**src/rtl/mem_access_unit_if.sv**
```systemverilog
// rtl/mem_access_unit_if.sv - pipeline and data-memory bus bundle for mem_access_unit
interface mem_access_unit_if;
    logic        flush;
    logic        mem_r;
    logic        mem_w;
    logic [2:0]  u_b_h_w;
    logic [31:0] addr;
    logic [31:0] wdata;
    logic        dmem_req;
    logic        dmem_we;
    logic [31:0] dmem_addr;
    logic [31:0] dmem_wdata;
    logic [3:0]  dmem_be;
    logic        dmem_ack;
    logic [31:0] dmem_rdata;
    logic        stall;
    logic [31:0] load_data;
    logic        load_valid;
    logic [2:0]  exp_vector;

    modport slave (
        input  flush, mem_r, mem_w, u_b_h_w, addr, wdata, dmem_ack, dmem_rdata,
        output dmem_req, dmem_we, dmem_addr, dmem_wdata, dmem_be,
        output stall, load_data, load_valid, exp_vector
    );

    modport master (
        output flush, mem_r, mem_w, u_b_h_w, addr, wdata, dmem_ack, dmem_rdata,
        input  dmem_req, dmem_we, dmem_addr, dmem_wdata, dmem_be,
        input  stall, load_data, load_valid, exp_vector
    );
endinterface

```
**src/rtl/mem_access_unit.sv**
```systemverilog
// rtl/mem_access_unit.sv - MEM-stage load/store unit with alignment check and bus timeout
module mem_access_unit #(
    parameter int TIMEOUT = 16
) (
    input  logic              clk,
    input  logic              rst,
    mem_access_unit_if.slave  bus
);
    localparam int CW = (TIMEOUT > 2) ? $clog2(TIMEOUT) : 1;

    typedef enum logic [1:0] {S_IDLE, S_BUSY, S_DONE} state_t;
    typedef enum logic [1:0] {SZ_B, SZ_H, SZ_W} size_t;

    state_t      state_q, state_d;
    logic        dmem_req_q, dmem_req_d;
    logic        dmem_we_q, dmem_we_d;
    logic [31:0] dmem_addr_q, dmem_addr_d;
    logic [31:0] dmem_wdata_q, dmem_wdata_d;
    logic [3:0]  dmem_be_q, dmem_be_d;
    logic [31:0] load_data_q, load_data_d;
    logic [CW-1:0] cnt_q, cnt_d;
    logic        abort_q, abort_d;
    logic        fault_q, fault_d;
    logic [2:0]  funct_q, funct_d;
    logic [1:0]  off_q, off_d;

    logic        active, is_store, misaligned;
    size_t       size;
    logic [3:0]  be_new;
    logic [31:0] wdata_new, shifted, load_ext;
    logic        stall;
    logic        load_valid;
    logic [2:0]  exp_vector;

    // Decode the incoming request: size, alignment and lane placement
    always_comb begin
        active   = (bus.mem_r | bus.mem_w) & ~bus.flush;
        is_store = bus.mem_w;
        case (bus.u_b_h_w[1:0])
            2'b00:   size = SZ_B;
            2'b01:   size = SZ_H;
            default: size = SZ_W;
        endcase
        misaligned = ((size == SZ_H) && bus.addr[0]) ||
                     ((size == SZ_W) && (bus.addr[1:0] != 2'b00));
        case (size)
            SZ_B: begin
                be_new    = 4'b0001 << bus.addr[1:0];
                wdata_new = {4{bus.wdata[7:0]}};
            end
            SZ_H: begin
                be_new    = 4'b0011 << bus.addr[1:0];
                wdata_new = {2{bus.wdata[15:0]}};
            end
            default: begin
                be_new    = 4'b1111;
                wdata_new = bus.wdata;
            end
        endcase
    end

    // Pick the addressed lane out of the read word and extend it
    always_comb begin
        shifted = bus.dmem_rdata >> {off_q, 3'b000};
        case (funct_q)
            3'b000:  load_ext = {{24{shifted[7]}}, shifted[7:0]};
            3'b001:  load_ext = {{16{shifted[15]}}, shifted[15:0]};
            3'b100:  load_ext = {24'd0, shifted[7:0]};
            3'b101:  load_ext = {16'd0, shifted[15:0]};
            default: load_ext = shifted;
        endcase
    end

    // Next-state and output logic of the IDLE/BUSY/DONE access FSM
    always_comb begin
        state_d      = state_q;
        dmem_req_d   = dmem_req_q;
        dmem_we_d    = dmem_we_q;
        dmem_addr_d  = dmem_addr_q;
        dmem_wdata_d = dmem_wdata_q;
        dmem_be_d    = dmem_be_q;
        load_data_d  = load_data_q;
        cnt_d        = cnt_q;
        abort_d      = abort_q;
        fault_d      = fault_q;
        funct_d      = funct_q;
        off_d        = off_q;
        stall        = 1'b0;
        load_valid   = 1'b0;
        exp_vector   = 3'd0;
        case (state_q)
            S_IDLE: begin
                if (active) begin
                    if (misaligned) begin
                        exp_vector = is_store ? 3'd2 : 3'd1;
                    end else begin
                        stall        = 1'b1;
                        state_d      = S_BUSY;
                        dmem_req_d   = 1'b1;
                        dmem_we_d    = is_store;
                        dmem_addr_d  = {bus.addr[31:2], 2'b00};
                        dmem_be_d    = be_new;
                        dmem_wdata_d = wdata_new;
                        funct_d      = bus.u_b_h_w;
                        off_d        = bus.addr[1:0];
                        cnt_d        = '0;
                        abort_d      = 1'b0;
                        fault_d      = 1'b0;
                    end
                end
            end
            S_BUSY: begin
                // A flush cannot cancel an in-flight bus cycle; it only
                // suppresses the result once the cycle completes.
                stall   = 1'b1;
                abort_d = abort_q | bus.flush;
                if (bus.dmem_ack) begin
                    dmem_req_d = 1'b0;
                    if (!dmem_we_q) load_data_d = load_ext;
                    state_d = S_DONE;
                end else if (cnt_q == CW'(TIMEOUT - 1)) begin
                    dmem_req_d = 1'b0;
                    fault_d    = 1'b1;
                    state_d    = S_DONE;
                end else begin
                    cnt_d = cnt_q + CW'(1);
                end
            end
            S_DONE: begin
                state_d = S_IDLE;
                if (!bus.flush && !abort_q) begin
                    if (fault_q) exp_vector = dmem_we_q ? 3'd4 : 3'd3;
                    else if (!dmem_we_q) load_valid = 1'b1;
                end
            end
            default: state_d = S_IDLE;
        endcase
    end

    // State and bus registers; async reset also drops an in-flight request
    always_ff @(posedge clk or posedge rst) begin
        if (rst) begin
            state_q      <= S_IDLE;
            dmem_req_q   <= 1'b0;
            dmem_we_q    <= 1'b0;
            dmem_addr_q  <= '0;
            dmem_wdata_q <= '0;
            dmem_be_q    <= '0;
            load_data_q  <= '0;
            cnt_q        <= '0;
            abort_q      <= 1'b0;
            fault_q      <= 1'b0;
            funct_q      <= '0;
            off_q        <= '0;
        end else begin
            state_q      <= state_d;
            dmem_req_q   <= dmem_req_d;
            dmem_we_q    <= dmem_we_d;
            dmem_addr_q  <= dmem_addr_d;
            dmem_wdata_q <= dmem_wdata_d;
            dmem_be_q    <= dmem_be_d;
            load_data_q  <= load_data_d;
            cnt_q        <= cnt_d;
            abort_q      <= abort_d;
            fault_q      <= fault_d;
            funct_q      <= funct_d;
            off_q        <= off_d;
        end
    end

    assign bus.dmem_req   = dmem_req_q;
    assign bus.dmem_we    = dmem_we_q;
    assign bus.dmem_addr  = dmem_addr_q;
    assign bus.dmem_wdata = dmem_wdata_q;
    assign bus.dmem_be    = dmem_be_q;
    assign bus.load_data  = load_data_q;
    assign bus.load_valid = load_valid;
    assign bus.exp_vector = exp_vector;
    assign bus.stall      = stall;
endmodule
```
**src/flat_wrapper.sv**
```systemverilog
// flat-port wrapper written by rule: the top's interface ports become plain ports
module mem_access_unit_flat 
#(
    parameter int TIMEOUT = 16
)
  (clk, rst, bus_flush, bus_mem_r, bus_mem_w, bus_u_b_h_w, bus_addr, bus_wdata, bus_dmem_ack, bus_dmem_rdata, bus_dmem_req, bus_dmem_we, bus_dmem_addr, bus_dmem_wdata, bus_dmem_be, bus_stall, bus_load_data, bus_load_valid, bus_exp_vector);
  mem_access_unit_if bus_i ();
  input  logic clk;
  input  logic rst;
  input wire logic [$bits(bus_i.flush)-1:0] bus_flush;
  input wire logic [$bits(bus_i.mem_r)-1:0] bus_mem_r;
  input wire logic [$bits(bus_i.mem_w)-1:0] bus_mem_w;
  input wire logic [$bits(bus_i.u_b_h_w)-1:0] bus_u_b_h_w;
  input wire logic [$bits(bus_i.addr)-1:0] bus_addr;
  input wire logic [$bits(bus_i.wdata)-1:0] bus_wdata;
  input wire logic [$bits(bus_i.dmem_ack)-1:0] bus_dmem_ack;
  input wire logic [$bits(bus_i.dmem_rdata)-1:0] bus_dmem_rdata;
  output wire logic [$bits(bus_i.dmem_req)-1:0] bus_dmem_req;
  output wire logic [$bits(bus_i.dmem_we)-1:0] bus_dmem_we;
  output wire logic [$bits(bus_i.dmem_addr)-1:0] bus_dmem_addr;
  output wire logic [$bits(bus_i.dmem_wdata)-1:0] bus_dmem_wdata;
  output wire logic [$bits(bus_i.dmem_be)-1:0] bus_dmem_be;
  output wire logic [$bits(bus_i.stall)-1:0] bus_stall;
  output wire logic [$bits(bus_i.load_data)-1:0] bus_load_data;
  output wire logic [$bits(bus_i.load_valid)-1:0] bus_load_valid;
  output wire logic [$bits(bus_i.exp_vector)-1:0] bus_exp_vector;
  assign bus_i.flush = bus_flush;
  assign bus_i.mem_r = bus_mem_r;
  assign bus_i.mem_w = bus_mem_w;
  assign bus_i.u_b_h_w = bus_u_b_h_w;
  assign bus_i.addr = bus_addr;
  assign bus_i.wdata = bus_wdata;
  assign bus_i.dmem_ack = bus_dmem_ack;
  assign bus_i.dmem_rdata = bus_dmem_rdata;
  assign bus_dmem_req = bus_i.dmem_req;
  assign bus_dmem_we = bus_i.dmem_we;
  assign bus_dmem_addr = bus_i.dmem_addr;
  assign bus_dmem_wdata = bus_i.dmem_wdata;
  assign bus_dmem_be = bus_i.dmem_be;
  assign bus_stall = bus_i.stall;
  assign bus_load_data = bus_i.load_data;
  assign bus_load_valid = bus_i.load_valid;
  assign bus_exp_vector = bus_i.exp_vector;
  mem_access_unit #(.TIMEOUT(TIMEOUT)) u_core (.clk(clk), .rst(rst), .bus(bus_i));
endmodule
```
**config.mk**
```make
export PLATFORM = sky130hd
export DESIGN_NAME = mem_access_unit_flat
export DESIGN_NICKNAME = d
export VERILOG_FILES = /design/src/rtl/mem_access_unit_if.sv /design/src/rtl/mem_access_unit.sv /design/src/flat_wrapper.sv
export SDC_FILE = /design/constraint.sdc
export NUM_CORES = 1
export LEC_CHECK = 0
export ABC_AREA = 0
export BUFFER_PORTS_ARGS = -buffer_cell sky130_fd_sc_hd__buf_2
export CORE_ASPECT_RATIO = 0.6
export CORE_UTILIZATION = 50
export CTS_BUF_LIST = sky130_fd_sc_hd__clkbuf_4 sky130_fd_sc_hd__clkbuf_8
export CTS_CLUSTER_DIAMETER = 200
export DETAILED_ROUTE_END_ITERATION = 6
export PLACE_DENSITY = 0.92
export REMOVE_ABC_BUFFERS = 1
export SLEW_MARGIN = 20
export SYNTH_ARGS = -nofsm -noshare
export SYNTH_HDL_FRONTEND = slang
export SYNTH_SLANG_ARGS = --single-unit
```
**constraint.sdc**
```tcl
create_clock -name clk -period 5.6 [get_ports clk]
set_input_delay 1.4 -clock clk [delete_from_list [all_inputs] [get_ports clk]]
set_output_delay 1.4 -clock clk [all_outputs]
set_load 0.01 [all_outputs]
```
==> results.toml <==
[placed_design]
place_congestion = 0.883
dpl.hpwl_mm = 9.90
port_buffers = 209

[routing]
routed_via_density = 5.34
vias = 4410
routed_wl_mm = 13.7
dr.pass1.iters = 5
wire_per_inst_um = 16.6
drt_iter0_drc = 224
antenna_left = 0
drc_errors = 0

[pwr]
switchingPower_uw = 1040
clkPwrFrac_pct = 23.1
p_int_uw = 1920
total_power_uw = 2960
switching_share_pct = 35.0
p_seq_share_pct = 43.3
power_density_nw_per_um2 = 439
pwr-share-comb_pct = 33.6
peakVddDrop_mv = 0.239
p_leak_uw = 0.00347

[yosys]
synth_compound_area_share_pct = 12.8
synthSimpleGateAreaFrac_pct = 11.1
synth_edf_count = 0
yosysUniqueCellTypes = 43
yosysSeqAreaShare_pct = 53.7
synth-adder-area-share_pct = 0.238
synthArstFlopShare_pct = 100
ys_ff_latch = 113
yosysWarningCount = 0
postSynthAreaPerCell_um2 = 11.1
synth_top_family_by_area = "multiplexers"
synth_ff_type = "dfrtp_1"
postSynthCellCount = 475
synth_mux_area_share_pct = 18.7
synth_xor_area_share_pct = 0.166
syn-cell-area_um2 = 5270

[finish]
antennaDiodeCount = 0
finish.utilization_pct = 67.1
nNetsFinal = 785
drive_gt1_share_pct = 45.6
synthToLayoutAreaGrowth_pct = 28.2

[critical_path]
cp-start-kind = "primary input"
path_cells = "buf_2 > nor3_1 > a21boi_0 > nand2_1 > o21ai_0 > buf_2"
worstSetupStartpoint = "bus_flush"
arrival_ns = 2.59
cpMostUsedCell = "buf_2"
crit_slowest_cell = "nor3_1"
cp-end-kind = "output pin"
critPathRequiredTime_ns = 4.20
crit_fanout = 3
criticalPathCategory = "in2out"
rr_startpoint = "u_core.off_q[1]$_DFFE_PP0P_"
slowest_delay_ns = 0.40

[clocking]
cts_tree = "done"
ctsHoldBuffers = 0
cts.htree.levels = 4
post_cts_buffers = 0
clockBufferDepth = 2
clkLatencyLatePin_ns = 0.42
postCtsResizedCells = 0
clk_pin_slew_worst_paths_ns = 0.06
cts_made_buffers = 17
cts_sinks = 113
cts_root_buf = "clkbuf_8"

[global_routing]
grt_max_degree = 106
grt_pass1_vias = 4336
grt_first_pass_wirelength_mm = 21.4
grt_util_all_layers_pct = 25.4
antenna_found_initial = 1
grt-ovfl-total = 0

[die]
core_um2 = 10100
die_h_um = 81.5
dieArea_um2 = 11000
pin_count = 212
fp.dieW_um = 134
initial_utilization_pct = 52.4
rows = 28

[sta]
setup_viol = 0
finalClockSkew_ns = 0.0114
report.final.slew_viol_count = 0
min_period_ns = 3.99
rsz0062_at_grt = "no"
slew_headroom_pct = 29.1
setup_tns_ns = 0
finalCritPeriodShare_pct = 71.2
max_freq_mhz = 251
worst_slew_pin_slew_ns = 1.06
finalHoldViolations = 0

[outcome]
outcome = "finished, final reports clean"

[hold_path]
hp-start = "u_core.bus.dmem_wdata[11]$_DFFE_PP0P_"
hold_class = "reg2reg"

[job]
maxCapViolations = 0
==> through the flow <==
stage               instances  cell area, um^2  setup WS, ns  hold WS (ns)
global placement          795             6400          1.67         0.457
global route              826             6750          1.52         0.509
CTS                       826             6750          1.61         0.483
finish                    826             6750          1.61         0.476
floorplan                 445             5120         -1.78         0.463
detailed placement        795             6400          1.63         0.468
==> metal layers <==
metal / wire length (um) / track usage, %
met3: 895 / 5.93
met1: 6100 / 34.1
met4: 131 / 9.21
met2: 6560 / 41.0
met5: 0 / 0
==> placed cells by master (no fill, tap or decap), drive strengths merged, types with 5 or more instances in the layout <==
master,netlist,final
a221o,9,9
mux2,51,51
nand2,44,44
a21oi,31,31
mux2i,41,41
clkbuf,19,20
and3,10,10
a211o,7,7
buf,12,215
nor2,41,41
clkinvlp,0,5
dfrtp,113,113
and2,7,7
o21ai,51,51
clkinv,0,5
inv,6,6
==> worst paths after layout <==
kind	endpoint	slack, ns	depth (start not counted)
min in group asynchronous	u_core.bus.load_data[15]$_DFFE_PP0P_	1.13	2
max in group asynchronous	u_core.bus.dmem_addr[8]$_DFFE_PP0P_	3.33	3
max	bus_exp_vector[1]	1.61	6
min	u_core.bus.dmem_wdata[11]$_DFFE_PP0P_	0.48	2
max reg2reg	u_core.bus.load_data[23]$_DFFE_PP0P_	3.12	4
min reg2reg	u_core.bus.dmem_wdata[11]$_DFFE_PP0P_	0.48	2
==> cells in the mapped netlist (all sizes together), types with 2 or more instances <==
cell type	number	area (um^2)
a221o	9	93.8
or3	2	12.5
nor2b	3	18.8
inv	6	22.5
nor4b	2	32.5
mux2	51	574
a22o	2	17.5
dfrtp	113	2830
a211o	7	70.1
or2	2	12.5
nor3b	3	22.5
and2	7	43.8
and3	10	62.6
mux2i	41	410
buf	12	76.3
nor2	41	154
a21oi	31	155
nand2	44	165
o21ai	51	255
clkbuf	19	71.3
nand3	3	15.0
==> power groups by stage <==
stage                     combinational (uW)  sequential, uW  clock [uW]
final                                    997            1280         683
after floorplan                          427            1410           0
after detailed placement                1000            1290           0
after global placement                   962            1270           0
after CTS                               1010            1280         700
after global routing                    1090            1320         739
==> cell type report <==
cell class / instances / area, um^2
clock buffer: 20 / 256
clock inverter: 11 / 92.6
sequential: 113 / 2830
tap: 135 / 169
timing repair buffer: 215 / 1090
fill: 778 / 3300
multi-input combinational: 326 / 2290
inverter: 6 / 25.0
==> worst max-delay path: cells and delay by family <==
kind	cells	cell delay, ns
buf+inv	2	0.28
simple gates	2	0.48
compound gates	2	0.43
==> sequential cells by signal, summed over array words and instances, names as in the netlist, 2 cells and up <==
signal                 count
u_core.bus.dmem_addr      30
u_core.bus.dmem_be         4
u_core.bus.dmem_wdata     32
u_core.bus.load_data      32
u_core.cnt_q               4
u_core.funct_q             3
u_core.off_q               2
u_core.state_q             2
==> kinds of logic after synthesis <==
family	count (synthesis)
AND/OR/NAND/NOR	122
multiplexers	92
XOR/XNOR	1
flip-flops	113
adder cells (fa/ha/maj)	1
buffers and inverters	37
other	1
AO/OA/AOI/OAI	108
Note: power is estimated with default switching activity, not from simulation.
